`config.mk`:
```
export PLATFORM = sky130hd
export DESIGN_NAME = enc_stage3
export DESIGN_NICKNAME = d
export VERILOG_FILES = /design/src/rtl/enc_stage3.sv
export SDC_FILE = /design/constraint.sdc
export NUM_CORES = 1
export LEC_CHECK = 0
export ABC_AREA = 1
export ABC_CLOCK_PERIOD_IN_PS = 1500
export CORE_MARGIN = 4
export CORE_UTILIZATION = 50
export DETAILED_ROUTE_END_ITERATION = 10
export PLACE_DENSITY = 0.84
export RECOVER_POWER = 50
export SYNTH_ARGS = -nofsm -noshare
export SYNTH_HDL_FRONTEND = slang
export SYNTH_SLANG_ARGS = --single-unit
export TNS_END_PERCENT = 5
```
`constraint.sdc`:
```
create_clock -name clk -period 1.5 [get_ports clk]
set_input_delay 0.225 -clock clk [delete_from_list [all_inputs] [get_ports clk]]
set_output_delay 0.225 -clock clk [all_outputs]
set_load 0.1 [all_outputs]
```
`src/rtl/enc_stage3.sv`:
```
// Third encryption round: nibble S-box, key-mask XOR and round-state permutation,
// buffered in a small output FIFO with valid/ready handshakes on both sides.
//
//  state | meaning
//  R0    | no permutation
//  R1    | rotate left 4
//  R2    | rotate right 4
//  R3    | byte swap
module enc_stage3 #(
   parameter int DEPTH = 2,
   parameter int CNT_W = 8
) (
   input  logic             clk,
   input  logic             rst,
   input  logic             valid_in,
   input  logic [15:0]      in_data,
   input  logic [3:0]       key_nib,
   input  logic [1:0]       key_bits,
   output logic             ready_out,
   output logic [15:0]      out_data,
   output logic             valid_out,
   input  logic             ready_in,
   output logic [CNT_W-1:0] word_cnt
);

   localparam int AW = $clog2(DEPTH);
   localparam logic [AW:0] FULL_CNT = (AW+1)'(DEPTH);

   localparam logic [1:0] R0 = 2'd0;
   localparam logic [1:0] R1 = 2'd1;
   localparam logic [1:0] R2 = 2'd2;
   localparam logic [1:0] R3 = 2'd3;

   logic [15:0]      mem_q [DEPTH];
   logic [15:0]      mem_d [DEPTH];
   logic [AW-1:0]    wr_q, wr_d, rd_q, rd_d;
   logic [AW:0]      cnt_q, cnt_d;
   logic [1:0]       st_q, st_d;
   logic [CNT_W-1:0] wc_q, wc_d;

   logic        push, pop;
   logic [15:0] s, x, xf;

   function automatic logic [3:0] sbox(input logic [3:0] n);
      logic [3:0] r;
      case (n)
         4'h0: r = 4'hC;  4'h1: r = 4'h5;  4'h2: r = 4'h6;  4'h3: r = 4'hB;
         4'h4: r = 4'h9;  4'h5: r = 4'h0;  4'h6: r = 4'hA;  4'h7: r = 4'hD;
         4'h8: r = 4'h3;  4'h9: r = 4'hE;  4'hA: r = 4'hF;  4'hB: r = 4'h8;
         4'hC: r = 4'h4;  4'hD: r = 4'h7;  4'hE: r = 4'h1;  default: r = 4'h2;
      endcase
      return r;
   endfunction

   assign ready_out = (cnt_q != FULL_CNT);
   assign valid_out = (cnt_q != '0);
   assign out_data  = valid_out ? mem_q[rd_q] : 16'h0000;
   assign word_cnt  = wc_q;

   always_comb begin
      s = {sbox(in_data[15:12]), sbox(in_data[11:8]), sbox(in_data[7:4]), sbox(in_data[3:0])};
      x = s ^ {key_nib, ~key_nib, key_nib, ~key_nib};
      case (st_q)
         R0:      xf = x;
         R1:      xf = {x[11:0], x[15:12]};
         R2:      xf = {x[3:0], x[15:4]};
         default: xf = {x[7:0], x[15:8]};
      endcase
   end

   always_comb begin
      push  = valid_in && ready_out;
      pop   = valid_out && ready_in;
      mem_d = mem_q;
      wr_d  = wr_q;
      rd_d  = rd_q;
      cnt_d = cnt_q;
      st_d  = st_q;
      wc_d  = wc_q;
      if (push) begin
         mem_d[wr_q] = xf;
         wr_d        = wr_q + 1'b1;
         st_d        = st_q + key_bits + 2'd1;
         wc_d        = wc_q + 1'b1;
      end
      if (pop) rd_d = rd_q + 1'b1;
      // push is blocked when full, so push&pop only happens with room to spare
      case ({push, pop})
         2'b10:   cnt_d = cnt_q + 1'b1;
         2'b01:   cnt_d = cnt_q - 1'b1;
         default: cnt_d = cnt_q;
      endcase
   end

   always_ff @(posedge clk or posedge rst) begin
      if (rst) begin
         for (int i = 0; i < DEPTH; i++) mem_q[i] <= '0;
         wr_q  <= '0;
         rd_q  <= '0;
         cnt_q <= '0;
         st_q  <= R0;
         wc_q  <= '0;
      end else begin
         mem_q <= mem_d;
         wr_q  <= wr_d;
         rd_q  <= rd_d;
         cnt_q <= cnt_d;
         st_q  <= st_d;
         wc_q  <= wc_d;
      end
   end

endmodule

```
=== After elaboration in Yosys (flattened, before gate mapping) ===
Memories as Yosys holds them, arrays and structs flattened.
Cells that the tools add are included.

* Input port bits: 26
* Word-level logic and storage cells: 45
* Output and inout bits: 26
* Memories kept: 4
* Bits in registers: 46
* Bits in read-only memories: 256

* Mux-type cells: 9
* Reduce and logical (&&, ||, !) cells: 6
* Eq/ne operators: 5
* Add/subtract/negate cells: 7
* Magnitude comparators: 3
* Bitwise operators: 4

{| class="wikitable"
|+ Memories
! memory !! depth !! width !! read ports !! clocked after Yosys merged registers in !! wr ports !! line !! RTL
|-
| (no name shown) || 16 || 4 || 1 || 0 || 0 || 46 || <nowiki>case (n)</nowiki>
|-
| (no name shown) || 16 || 4 || 1 || 0 || 0 || 46 ||
|-
| (no name shown) || 16 || 4 || 1 || 0 || 0 || 46 ||
|-
| (no name shown) || 16 || 4 || 1 || 0 || 0 || 46 ||
|}

{| class="wikitable"
|+ Operators by type and width
! operator !! number
|-
| $mux W16 || 5
|-
| $pmux W16 S3 || 1
|-
| $bwmux W32 || 1
|-
| $demux W16 S1 || 1
|-
| $xor A16 B16 Y16 || 1
|-
| $add A8 B1 Y8 const B || 1
|-
| $add A2 B1 Y2 const B || 2
|-
| $eq A2 B1 Y1 const B || 2
|-
| $eq A2 B2 Y1 const B || 2
|-
| $ge A2 B2 Y1 const B || 2
|-
| $not A1 Y2 || 2
|-
| $not A4 Y4 || 1
|-
| $pmux W2 S2 || 1
|-
| $reduce_bool A2 Y1 || 2
|-
| $logic_and A1 B1 Y1 || 3
|-
| $add A1 B1 Y1 const B || 2
|-
| $add A2 B2 Y2 || 1
|-
| $logic_not A2 Y1 || 1
|-
| $lt A2 B1 Y1 const B || 1
|-
| $ne A2 B2 Y1 const B || 1
|-
| $sub A2 B1 Y2 const B || 1
|}

=== Logic depth before layout (Yosys ltp) ===
* Depth after elaboration: 6
* Gate-level depth with buffers: 11
* Depth with buffers taken out: 11

=== Worst setup path before layout ===
OpenSTA, ideal clock, no wires.

* Path kind: register to output
* Start point: register rd_q
* End point: output out_data[10]
* Required time: 1275 ps
* Path buffers: 2
* Path slack: -1204 ps
* Data arrival time: 2479 ps
* Cell stages (with the launch flop): 6
* Cell sequence: dfrtp_1 > clkbuf_1 > inv_1 > clkbuf_1 > nand2_1 > a21oi_1

* Longest elaborated chain between the ends: 5

{| class="wikitable"
|+ RTL lines
! item !! line !! RTL
|-
| start, declared || 36 || <nowiki>logic [AW-1:0] wr_q, wr_d, rd_q, rd_d;</nowiki>
|-
| start signal, assigned || 106 || <nowiki>rd_q <= rd_d;</nowiki>
|-
| $not A1 Y2 (not written as such) || 57 || <nowiki>assign out_data = valid_out ? mem_q[rd_q] : 16'h0000;</nowiki>
|-
| $mux W16 (not written as such) (3 in a row) || 57 ||
|-
| $mux W16 || 57 ||
|-
| end, declared || 20 || <nowiki>output logic [15:0] out_data,</nowiki>
|}

No other way between the ends. The select of a mux whose other input is x is not followed.

=== Worst setup path after layout ===
* Start point: register rd_q
* End point: output out_data[7]

Same word-level chain as after synthesis.

==> impl_metrics.env <==
export IMPL_seq_area_um2=1160
export IMPL_die_w_um=92.0
export IMPL_drv_cap=0
export IMPL_grt_max_degree=24
export IMPL_cts_tree="done"
export IMPL_clock_sinks=46
export IMPL_min_period_ns=1.63
export IMPL_top_usage_layer="met2"
export IMPL_crit_end="out_data[7]"
export IMPL_vias=4053
export IMPL_die_area_um2=8470
export IMPL_r2r_setup_slack_ns=0.02
export IMPL_antenna_found_initial=0
export IMPL_viasPerCell=5.64
export IMPL_clk_latency_ns=0.30
export IMPL_crit_family="flip-flops"
export IMPL_met3_usage=0.0386
export IMPL_path_depth=4
export IMPL_max_stage_delay_ns=0.45
export IMPL_setup_viol=17
export IMPL_vdd_drop_max_uv=1340
export IMPL_synth_simple_gate_area_frac=0.439
export IMPL_synth_seq_cells=46
export IMPL_numCtsBuffers=5
export IMPL_rsz0062_at_grt="yes"
export IMPL_grt_util_met1=0.326
export IMPL_maxSlewHeadroom=0.577
export IMPL_cp_arrival_ns=1.40
export IMPL_hold_ws_ns=0.332
export IMPL_io_buffers=51
export IMPL_met2_usage=0.445
export IMPL_outcome="finished, violations left"
export IMPL_synth_fa_ha_area_frac=0.0815
export IMPL_wire_per_inst_um=15.0
export IMPL_cts_root_buf="clkbuf_8"
export IMPL_ant_nets=0
export IMPL_drt_iter0_markers=491
export IMPL_synth_cell_types=23
export IMPL_gr_total_overflow=0
export IMPL_leakagePower_nw=2.66
export IMPL_crit_start="rd_q$_DFFE_PP0P_"
export IMPL_synth_compound_area_frac=0.0326
export IMPL_drc=0
export IMPL_failed_checks="negative setup slack"
export IMPL_track_usage=0.257
export IMPL_coreArea_um2=6830
export IMPL_synthToLayoutAreaGrowth_pct=51.1
export IMPL_ff2ff_path_depth=6
export IMPL_clock_path_buffers=2
export IMPL_synth_cells=529
export IMPL_finClkSkew_ns=0.0133
export IMPL_r2r_end="cnt_q[1]$_DFFE_PP0P_"
export IMPL_synth_top_family_by_area="simple AND/OR/NAND/NOR gates"
export IMPL_drt_first_pass_iters=7
export IMPL_antenna_cells=0
export IMPL_routed_wl_um=10800
export IMPL_criticalPathCategory="reg -> out"
export IMPL_routabilityCongestion=0.989
export IMPL_min_period_over_period=1.08
export IMPL_synthMuxAreaShare=0
export IMPL_r2r_start="cnt_q[0]$_DFFE_PP0P_"
export IMPL_worstMarginPinSlew_ns=0.634
export IMPL_path_cells="buf_4 -> nand2_1 -> a21oi_4 -> buf_12"
export IMPL_hold_violations=0
export IMPL_crit_buf_inv=2
export IMPL_synth_fp_nets=578
export IMPL_clkSlewWorstSetupHoldPaths_ns=0.10
export IMPL_ios=52
export IMPL_endpoint_kind="output port"
export IMPL_stdcell_area_um2=5330
export IMPL_avgSynthCellArea_um2=6.67
export IMPL_slowest_stage="dfrtp_2"
export IMPL_row_count=30
export IMPL_htreeDepth=2
export IMPL_place_area_um2=4910
export IMPL_synthXorXnorAreaFrac=0.0471
export IMPL_start_util=0.517
export IMPL_hold_class="in -> async"
export IMPL_setup_ws_ns=-0.126
export IMPL_maxSlewViolCount=0
export IMPL_required_ns=1.27
export IMPL_nets=670
export IMPL_fillers=468
export IMPL_drive_above_1_share=0.301
export IMPL_multi_input_area_um2=2580
export IMPL_yosysWarnings=0
export IMPL_yosysSeqAreaShare=0.326
export IMPL_cp_start_kind="register"
export IMPL_crit_fanout=7
export IMPL_grt_pass1_wl_um=18000
export IMPL_netlist_area_um2=3530
export IMPL_die_h_um=92.0
export IMPL_first_global_vias=3928
export IMPL_power_density_nw_per_um2=2310
export IMPL_dp_hpwl_um=7860
export IMPL_fmax_mhz=615
[per-stage QoR]
step	TNS, ns	worst slack, ns	util	cells	power (mW)
2_1_floorplan	-2.44	-0.268	-	529	8.23
3_3_place_gp	-14.41	-0.540	0.719	706	10.8
3_5_place_dp	-16.20	-0.577	0.719	706	11.0
4_1_cts	-1.88	-0.137	0.764	714	12.1
5_1_grt	-3.16	-0.181	0.781	718	12.9
6_report	-1.90	-0.126	0.781	718	12.3
[routing by layer]
layer  up-vias  wire [um]  part of all wire
met5         -          0                 0
met4         0        368             0.034
met3        49        839             0.078
met2       230       5450              0.51
met1      1888       4130              0.38
li1       1886          -                 -
[worst min path at each step]
stage,endpoint,slack (ns)
after floorplan,st_q[1]$_DFFE_PP0P_,0.43
after global placement,mem_q[30]$_DFFE_PP0P_,0.46
after detailed placement,mem_q[2]$_DFFE_PP0P_,0.47
after CTS,word_cnt[5]$_DFFE_PP0P_,0.22
after global routing,word_cnt[6]$_DFFE_PP0P_,0.38
final,word_cnt[6]$_DFFE_PP0P_,0.33
[worst reg2reg max path, stage by stage (launching register included)]
cell and delay [ns]:
dfrtp_1 0.44, nor2_4 0.19, nor2_1 0.09, ha_1 0.32, a21oi_2 0.12, o21ai_1 0.09, xnor2_1 0.12
[flip-flops by register name, indices dropped and copies added (netlist names)]
register,flops
mem_q,32
word_cnt,8
cnt_q,2
st_q,2
rd_q,1
wr_q,1
[area by class of cell]
type	count	share of cell area
clock buffers	5	0.0129
clock inverters	3	0.00821
inverters	46	0.0350
multi-input cells	420	0.483
flip-flops and latches	46	0.217
well taps	96	0.0225
repair buffers	102	0.221
[cells by family after synthesis]
group | Yosys count
AO/OA/AOI/OAI | 23
XOR/XNOR | 19
adder cells (fa/ha/maj) | 23
buffers and inverters | 63
flip-flops | 46
AND/OR/NAND/NOR | 355
[synthesized netlist by cell type]
master | instances | area share
buf_4 | 2 | 0.0043
xor2_1 | 9 | 0.022
nor2_4 | 1 | 0.0032
nor3_4 | 1 | 0.0046
nand4_1 | 18 | 0.032
dfrtp_1 | 46 | 0.33
inv_1 | 35 | 0.037
nand3_1 | 97 | 0.14
inv_2 | 11 | 0.012
o21ai_1 | 2 | 0.0028
clkbuf_1 | 3 | 0.0032
nand2_2 | 2 | 0.0035
o21ai_0 | 4 | 0.0057
nand2_4 | 1 | 0.0032
nand2b_1 | 2 | 0.0035
nand2_1 | 224 | 0.24
ha_1 | 23 | 0.082
nand3b_1 | 1 | 0.0021
xnor2_1 | 10 | 0.025
buf_2 | 12 | 0.017
nor2_2 | 4 | 0.0071
nor2_1 | 4 | 0.0043
a21oi_1 | 17 | 0.024
[timing repair]
item	4_1_cts	5_1_grt
setup endpoints to repair	49	50
buffers inserted	0	4
hold buffers	0	0
pin swaps	17	17
resized for setup	58	34
[report_power, final]
part / switching (mW) / internal (mW) / leakage [nW]
clock: 0.440 / 0.500 / 0.0585
sequential: 0.532 / 1.83 / 0.569
combinational: 5.86 / 3.18 / 2.03
total: 6.83 / 5.50 / 2.66
[cells in the final DEF, fill, tap and decap left out, types with 5 or more instances in the layout]
| cell type | netlist | layout |
|---|---|---|
| a21oi_4 | 0 | 16 |
| buf_12 | 0 | 27 |
| buf_4 | 2 | 44 |
| clkbuf_8 | 0 | 5 |
| clkdlybuf4s50_1 | 0 | 7 |
| dfrtp_1 | 46 | 41 |
| dfrtp_2 | 0 | 5 |
| dlygate4sd2_1 | 0 | 10 |
| dlymetal6s2s_1 | 0 | 7 |
| ha_1 | 23 | 19 |
| inv_1 | 35 | 22 |
| inv_2 | 11 | 20 |
| nand2_1 | 224 | 209 |
| nand2_2 | 2 | 15 |
| nand3_1 | 97 | 75 |
| nand3_2 | 0 | 21 |
| nand4_1 | 18 | 18 |
| xnor2_1 | 10 | 7 |
| xor2_1 | 9 | 8 |
Power figures use the tool's default switching activity.
